[config.mk]
export PLATFORM = sky130hd
export DESIGN_NAME = fifo_wr_burst_ctrl
export DESIGN_NICKNAME = d
export VERILOG_FILES = /design/src/rtl/fifo_wr_burst_ctrl.sv
export SDC_FILE = /design/constraint.sdc
export NUM_CORES = 1
export LEC_CHECK = 0
export CORE_MARGIN = 2
export CORE_UTILIZATION = 38
export CTS_CLUSTER_DIAMETER = 50
export DETAILED_ROUTE_END_ITERATION = 12
export PLACE_DENSITY_LB_ADDON = 0.05
export SLEW_MARGIN = 20
export SYNTH_ARGS = -nofsm -noshare
export SYNTH_HDL_FRONTEND = slang
export SYNTH_SLANG_ARGS = --single-unit
[constraint.sdc]
create_clock -name wclk -period 3.7 [get_ports wclk]
set_input_delay 0.74 -clock wclk [delete_from_list [all_inputs] [get_ports wclk]]
set_output_delay 0.74 -clock wclk [all_outputs]
set_load 0.05 [all_outputs]
[src/rtl/fifo_wr_burst_ctrl.sv]
// Write-side burst controller: req/wen/wack handshake, then streams a burst into the FIFO write port with a programmable inter-word gap.
// Latency: 1 cycle from din acceptance (din_valid & din_ready) to the memory write (wclken/waddr/wdata) and the wptr update.
// Backpressure: din_ready drops the same cycle wfull rises and during GAP cycles; optional counters under `WR_BURST_STATS_EN.
module fifo_wr_burst_ctrl #(
    parameter int ADDRSIZE = 10,
    parameter int DATASIZE = 8
) (
    input  logic                wclk,
    input  logic                wrst_n,
    input  logic                req,
    input  logic [ADDRSIZE-1:0] burst_len,
    input  logic [1:0]          widle,
    input  logic [DATASIZE-1:0] din,
    input  logic                din_valid,
    output logic                din_ready,
    output logic                wen,
    input  logic                wack,
    input  logic                wfull,
    output logic                wclken,
    output logic [ADDRSIZE-1:0] waddr,
    output logic [DATASIZE-1:0] wdata,
    output logic [ADDRSIZE:0]   wptr,
    output logic                busy,
    output logic                done
`ifdef WR_BURST_STATS_EN
    ,
    output logic [15:0]         burst_cnt,
    output logic [15:0]         stall_cnt
`endif
);

    typedef enum logic [2:0] {S_IDLE, S_REQ, S_XFER, S_GAP, S_DONE} state_t;

    state_t                r_state;
    state_t                w_next;
    logic [ADDRSIZE-1:0]   r_remain;
    logic [1:0]            r_widle;
    logic [1:0]            r_gap;
    logic [ADDRSIZE:0]     r_wbin;
    logic                  r_wclken;
    logic [ADDRSIZE-1:0]   r_waddr;
    logic [DATASIZE-1:0]   r_wdata;
    logic [ADDRSIZE:0]     r_wptr;
    logic                  w_accept;
    logic                  w_start;
    logic [ADDRSIZE:0]     w_wbin_next;
    logic [1:0]            w_widle_eff;

    // A gap request of 3 is clamped to the maximum supported gap of 2.
    assign w_widle_eff = (widle == 2'd3) ? 2'd2 : widle;
    assign w_start     = (r_state == S_IDLE) && req && (burst_len != '0);
    assign w_accept    = (r_state == S_XFER) && din_valid && !wfull;
    assign w_wbin_next = r_wbin + (ADDRSIZE+1)'(1);

    // State register.
    always_ff @(posedge wclk or negedge wrst_n) begin
        if (!wrst_n) r_state <= S_IDLE;
        else         r_state <= w_next;
    end

    // Next-state and handshake outputs; wen stays high through the whole
    // transfer and is released in DONE to complete the 4-phase handshake.
    always_comb begin
        w_next    = r_state;
        wen       = 1'b0;
        din_ready = 1'b0;
        done      = 1'b0;
        busy      = (r_state != S_IDLE);
        case (r_state)
            S_IDLE: begin
                if (req && burst_len == '0) done = 1'b1;
                if (w_start) w_next = S_REQ;
            end
            S_REQ: begin
                wen = 1'b1;
                if (wack) w_next = S_XFER;
            end
            S_XFER: begin
                wen       = 1'b1;
                din_ready = !wfull;
                if (w_accept) begin
                    if (r_remain == ADDRSIZE'(1)) w_next = S_DONE;
                    else if (r_widle != 2'd0)     w_next = S_GAP;
                end
            end
            S_GAP: begin
                wen = 1'b1;
                if (r_gap == 2'd1) w_next = S_XFER;
            end
            S_DONE: begin
                if (!wack) begin
                    done   = 1'b1;
                    w_next = S_IDLE;
                end
            end
            default: w_next = S_IDLE;
        endcase
    end

    // Burst bookkeeping: remaining word count, latched gap and gap countdown.
    always_ff @(posedge wclk or negedge wrst_n) begin
        if (!wrst_n) begin
            r_remain <= '0;
            r_widle  <= 2'd0;
            r_gap    <= 2'd0;
        end else begin
            if (w_start) begin
                r_remain <= burst_len;
                r_widle  <= w_widle_eff;
            end
            if (w_accept) begin
                r_remain <= r_remain - ADDRSIZE'(1);
                r_gap    <= r_widle;
            end else if (r_state == S_GAP) begin
                r_gap <= r_gap - 2'd1;
            end
        end
    end

    // Memory write port and pointers, registered one cycle after acceptance.
    always_ff @(posedge wclk or negedge wrst_n) begin
        if (!wrst_n) begin
            r_wclken <= 1'b0;
            r_waddr  <= '0;
            r_wdata  <= '0;
            r_wbin   <= '0;
            r_wptr   <= '0;
        end else begin
            r_wclken <= w_accept;
            if (w_accept) begin
                r_waddr <= r_wbin[ADDRSIZE-1:0];
                r_wdata <= din;
                r_wbin  <= w_wbin_next;
                r_wptr  <= (w_wbin_next >> 1) ^ w_wbin_next;
            end
        end
    end

    assign wclken = r_wclken;
    assign waddr  = r_waddr;
    assign wdata  = r_wdata;
    assign wptr   = r_wptr;

`ifdef WR_BURST_STATS_EN
    logic [15:0] r_burst_cnt;
    logic [15:0] r_stall_cnt;

    // Saturating counters of completed bursts and of cycles stalled by wfull.
    always_ff @(posedge wclk or negedge wrst_n) begin
        if (!wrst_n) begin
            r_burst_cnt <= 16'd0;
            r_stall_cnt <= 16'd0;
        end else begin
            if (done && r_burst_cnt != 16'hFFFF)
                r_burst_cnt <= r_burst_cnt + 16'd1;
            if (r_state == S_XFER && din_valid && wfull && r_stall_cnt != 16'hFFFF)
                r_stall_cnt <= r_stall_cnt + 16'd1;
        end
    end

    assign burst_cnt = r_burst_cnt;
    assign stall_cnt = r_stall_cnt;
`endif

endmodule
==> results of run 1 <==
-- cell usage after synthesis, drive strengths merged, types with 2 or more instances --
cell / instances
buf: 7
inv: 7
o211ai: 3
o221a: 2
nand3b: 2
mux2i: 2
clkbuf: 13
nand3: 12
dfrtp: 57
nor3: 5
nor4b: 2
a21bo: 2
or3: 3
o32ai: 2
xor2: 12
or4: 5
o21ai: 21
o311ai: 2
nand4: 3
xnor2: 15
o22ai: 2
a21oi: 9
nand2: 90
nor2b: 2
nor2: 16
ha: 4
-- cell families after synthesis --
family	after synthesis	synth area share, %
AND/OR/NAND/NOR	145	24.0
flip-flops	57	49.4
multiplexers	3	1.08
adder cells (fa/ha/maj)	4	1.73
buffers and inverters	27	3.99
XOR/XNOR	27	8.19
AO/OA/AOI/OAI	49	11.6
-- worst min-delay path by stage --
stage | start | endpoint | slack [ps] | depth (start not counted)
6_report | waddr[7]$_DFFE_PN0P_ | waddr[7]$_DFFE_PN0P_ | 480 | 2
5_1_grt | wdata[5]$_DFFE_PN0P_ | wdata[5]$_DFFE_PN0P_ | 500 | 2
4_1_cts | wptr[0]$_DFFE_PN0P_ | wptr[0]$_DFFE_PN0P_ | 480 | 2
3_5_place_dp | wdata[6]$_DFFE_PN0P_ | wdata[6]$_DFFE_PN0P_ | 460 | 2
3_3_place_gp | wdata[1]$_DFFE_PN0P_ | wdata[1]$_DFFE_PN0P_ | 460 | 2
2_1_floorplan | wrst_n | r_gap[0]$_DFFE_PN0P_ | 440 | 0
-- stage by stage --
stage	area, µm²	setup WS, ps	hold WS [ps]
2_1_floorplan	2890	72.2	444
3_3_place_gp	3550	242	456
6_report	3730	217	475
4_1_cts	3730	201	485
5_1_grt	3730	148	498
3_5_place_dp	3550	203	462
-- metal layers --
| metal | up-vias | global-route usage, % | share of wire [%] |
|---|---|---|---|
| met2 | 45 | 25.1 | 44 |
| met5 | - | 0 | 0 |
| met3 | 7 | 4.23 | 4.8 |
| met4 | 0 | 5.30 | 0.95 |
| li1 | 1156 | - | - |
| met1 | 1056 | 24.0 | 51 |
-- report_power, final --
group | switching, mW | total, mW | internal (mW)
logic | 0.615 | 1.01 | 0.393
clock network | 0.241 | 0.518 | 0.277
registers | 0.178 | 0.969 | 0.791
-- layout make-up --
| cell class | instances | share of cell area (%) |
|---|---|---|
| clock buffers | 13 | 4.26 |
| clock inverters | 3 | 0.403 |
| flip-flops and latches | 57 | 38.3 |
| multi-input cells | 228 | 36.2 |
| well taps | 99 | 3.32 |
| repair buffers | 63 | 16.8 |
| inverters | 7 | 0.705 |
-- sequential cells by signal (all words and copies together) (netlist names) --
name	flops
waddr	10
wclken	1
wdata	8
wptr	10
r_remain	10
r_gap	2
r_state	3
r_wbin	11
r_widle	2
-- worst max-delay path: cells and delay by family --
kind,cells,cell delay [ps]
AO/OA/AOI/OAI,1,310
AND/OR/NAND/NOR,2,1080
buffers and inverters,2,600
==> impl_metrics.toml, run 1 <==
[worst_setup_path]
critPathLaunch = "burst_len[6]"
worst_ep_arrival_time_ps = 2740
end_kind = "output pin"
startpoint_type = "input pin"
slowest_delay_ps = 570
rr_startpoint = "r_remain[3]$_DFFE_PN0P_"
cp_slowest_cell = "or4_4"
path_cells = "clkdlybuf4s50_1, or4_4, or4_4, o21ai_0, buf_12"
critPathCapture = "done"
required_ps = 2960
r2r_setup_slack_ps = 1590
critical_path.max_fanout = 2
rr_endpoint = "r_state[0]$_DFFE_PN0P_"
worstSetupPathType = "input pin to output pin"
cp_common_cell = "or4_4"
reg2regPathDepth = 5

[cts]
cts_sinks = 57
insertion_delay_ps = 330
hold_buffers = 0
numCtsBuffers = 9
cts_setup_buffers = 0
clkTransAtPathRegs_ps = 60
cts_resized = 0
cts_buffer_depth = 2
cts_tree = "built"
cts_root_buf = "clkbuf_8"
cts_max_level = 3

[power]
power_leakage_nw = 1.63
ir_worst_vdd_mv = 0.304
power_density_mw_per_mm2 = 670
fin_total_pwr_mw = 2.50

[global_routing]
grt_max_degree = 49
grt-ovfl-total = 0
antenna_found_initial = 0
first_global_vias = 2252
grt_pass1_wl_um = 11200
grt_usage_pct = 16.8

[yosys]
synth_top_area_cell = "dfrtp_1"
synth_area_mm2 = 0.00289
synth.avg_cell_area_um2 = 9.25
synthArstFlopShare_pct = 100
mappedNetlistNets = 342
yosysWarnings = 0
ys.flop_type = "dfrtp_1"
synthDistinctLibCells = 48
ys_seq_area_share_pct = 49.4
synth_top_area_share_pct = 49.4
ys_top_cells_by_area = "dfrtp_1 (49%), nand2_1 (12%), xnor2_1 (4.6%)"
synth_edf_count = 0
synth_cells = 312
synth_seq_cells = 57

[floorplan]
core_area_mm2 = 0.00729
initial_core_util_pct = 39.6
die_w_um = 91.2
io_pins = 60
die_h_um = 91.2
fp-row-count = 31
die_area_mm2 = 0.00831

[final_layout]
final-seq-area_mm2 = 0.00143
fin_cells = 470
syn_to_final_growth_pct = 29.1
layout_common_cells = "nand2_1 (89), clkdlybuf4s50_1 (57), dfrtp_1 (57), o21ai_0 (20), nor2_1 (16)"
finish.utilization_pct = 51.1
diodes = 0
final_common_cell = "nand2_1"
nets = 396
num-fill-cells = 729
multi_input_area_mm2 = 0.00135
drive_gt1_share_pct = 10.2

[timing]
setup_violations = 0
clock_skew_ps = 9.88
slew_violations = 0
rsz0062_at_grt = "false"
tightest_slew_ps = 804
fmax_mhz = 287
max_slew_margin_pct = 46.4
fin_crit_ps = 3480
hold_viol_final = 0
finalSetupTns_ps = 0
final_min_period_over_clock_period_pct = 94.1

[detailed_routing]
wl_per_cell_um = 13.7
drtIter0Drc = 109
drtPass1Iterations = 4
antenna_left = 0
routed_wl_um = 6420
drc_errors = 0
via_count = 2264
via_per_inst = 4.82

[placed_design]
numPlacedInstances = 454
port_buffers = 59
hpwl_um = 4410
gp_congestion = 0.740

[flow_run]
drv_cap = 0

[hold_path]
min_path_type = "register to register"

[outcome]
outcome = "complete, no violations"
Power figures use the tool's default switching activity.
==> run 2, diff against run 1 <==
- CORE_UTILIZATION: 38 -> 55
==> run 2 against run 1 <==
Combinational power is essentially flat. Non-clock buffer count grew 2. Critical endpoint unchanged. Maximum frequency shrank 0.79%. Via count grew 3.8%. Global-route usage grew 5.6 points. First-iteration DRC count grew 17%. Critical path depth is the same. Critical path type unchanged. Cell count shrank 5.7%. Final area grew 0.94%. Sequential power shrank 0.4%. Clock skew shrank 1.9 ps. Sequential share of layout area shrank 0.36 points.
==> impl_metrics.toml, run 2 (synthesis gave the netlist of run 1 again) <==
[detailed_routing]
via_count = 2350
via_per_inst = 5.30
antenna_left = 0
wl_per_cell_um = 13.3
drc_errors = 0
drtIter0Drc = 128
routed_wl_um = 5910
drtPass1Iterations = 4

[final_layout]
final-seq-area_mm2 = 0.00143
final_common_cell = "nand2_1"
largest_reg_flops = 11
largest-register = "r_wbin"
multi_input_area_mm2 = 0.00135
num-fill-cells = 404
nets = 398
syn_to_final_growth_pct = 30.3
diodes = 0
finish.instance_area_mm2 = 0.00376
drive_gt1_share_pct = 11.0
layout_common_cells = "nand2_1 (89), clkdlybuf4s50_1 (57), dfrtp_1 (57), o21ai_0 (20), nor2_1 (16)"

[worst_setup_path]
critPathLaunch = "burst_len[6]"
end_kind = "output pin"
r2r_setup_slack_ps = 1600
required_ps = 2960
rr_startpoint = "r_remain[3]$_DFFE_PN0P_"
worstSetupPathType = "input pin to output pin"
critPathCapture = "done"
rr_endpoint = "r_state[0]$_DFFE_PN0P_"
reg2regPathDepth = 5
startpoint_type = "input pin"
worst_ep_arrival_time_ps = 2770
critical_path.max_fanout = 2

[global_routing]
first_global_vias = 2293
grt_max_degree = 45
grt-ovfl-total = 0
grt_usage_pct = 22.4
met3_usage_pct = 5.81
antenna_found_initial = 0
grt_pass1_wl_um = 10500
grt_use_met2_pct = 33.8
grt-busiest-layer = "met2"
grt.met1_usage_pct = 31.1

[power]
pwr-share-comb_pct = 39.1
ir_worst_vdd_mv = 0.493
power_leakage_nw = 1.66
p_int_mw = 1.56
seq_power_share_pct = 37.1
swShare_pct = 39.8
power_frac_clock_pct = 23.8
power_density_mw_per_mm2 = 691
netSwitchingPower_mw = 1.03

[cts]
cts_tree = "built"
cts_sinks = 57
cts_root_buf = "clkbuf_8"
cts_max_level = 3
insertion_delay_ps = 330
cts_buffer_depth = 2
clkTransAtPathRegs_ps = 60
cts_setup_buffers = 0
cts_resized = 0
hold_buffers = 0
numCtsBuffers = 9

[timing]
slew_violations = 0
setup_violations = 0
hold_viol_final = 0
fin_crit_ps = 3510
tightest_slew_ps = 520
clock_skew_ps = 8.03
finalSetupTns_ps = 0
rsz0062_at_grt = "false"
setup_ws_ps = 189
final_min_period_over_clock_period_pct = 94.9
fmax_mhz = 285
max_slew_margin_pct = 65.2

[floorplan]
fp-row-count = 26
die_w_um = 76.4
die_h_um = 76.4
core_area_mm2 = 0.00507
die_area_mm2 = 0.00584
initial_core_util_pct = 56.9
io_pins = 60

[outcome]
outcome = "complete, no violations"

[placed_design]
gp_congestion = 0.848
preCtsSetupSlack_ps = 171
hpwl_um = 4160
placed_cell_area_mm2 = 0.00352
port_buffers = 59

[flow_run]
drv_cap = 0

[hold_path]
min_path_type = "input pin to asynchronous set/reset pin"
-- run 2: changes by cell type in the layout (fill, tap and decap cells not counted), sizes merged --
cell	previous run	this run
clkinvlp	0	1
buf	6	8
bufinv	0	2
clkbuf	13	10
-- run 2: power groups by stage --
stage                     Combinational, mW  Clock (mW)  Sequential (mW)
after global placement                0.999           0            0.962
after global routing                   1.11       0.657            0.998
final                                  1.02       0.618            0.965
after CTS                              1.02       0.630            0.962
after detailed placement               1.02           0            0.973
after floorplan                       0.463           0             1.20
-- run 2: through the flow --
step | total power [mW] | hold WS [ps] | cells | util [%]
2_1_floorplan | 1.67 | 444 | 312 | -
3_3_place_gp | 1.96 | 457 | 426 | 69.4
3_5_place_dp | 1.99 | 461 | 426 | 69.4
4_1_cts | 2.61 | 477 | 442 | 73.6
5_1_grt | 2.77 | 396 | 443 | 74.1
6_report | 2.60 | 364 | 443 | 74.1
-- run 2: critical path, stage by stage --
cell and delay, ps:
clkdlybuf4s50_1 420, or4_4 570, or4_4 520, o21ai_0 330
buf_12 190
-- run 2: worst min-delay path by stage --
stage / slack (ps) / to / cells after the start / from
after floorplan: 440 / r_gap[0]$_DFFE_PN0P_ / 0 / wrst_n
after detailed placement: 460 / wdata[6]$_DFFE_PN0P_ / 2 / wdata[6]$_DFFE_PN0P_
final: 360 / r_remain[5]$_DFFE_PN0P_ / 1 / wrst_n
after global placement: 460 / wdata[2]$_DFFE_PN0P_ / 2 / wdata[2]$_DFFE_PN0P_
after CTS: 480 / wdata[3]$_DFFE_PN0P_ / 2 / wdata[3]$_DFFE_PN0P_
after global routing: 400 / wptr[0]$_DFFE_PN0P_ / 1 / wrst_n
-- run 2: layout make-up --
type	count	area share (%)
clock buffer	10	3.39
clock inverter	6	2.20
inverter	7	0.699
multi-input combinational	228	35.9
sequential	57	37.9
tap	70	2.33
timing repair buffer	65	17.6
-- run 2: layer usage --
layer	wire (µm)	vias up	part of all wire, %
li1	-	1156	-
met1	2760	1122	47
met2	2740	66	46
met3	349	6	5.9
met4	57	0	0.97
met5	0	-	0
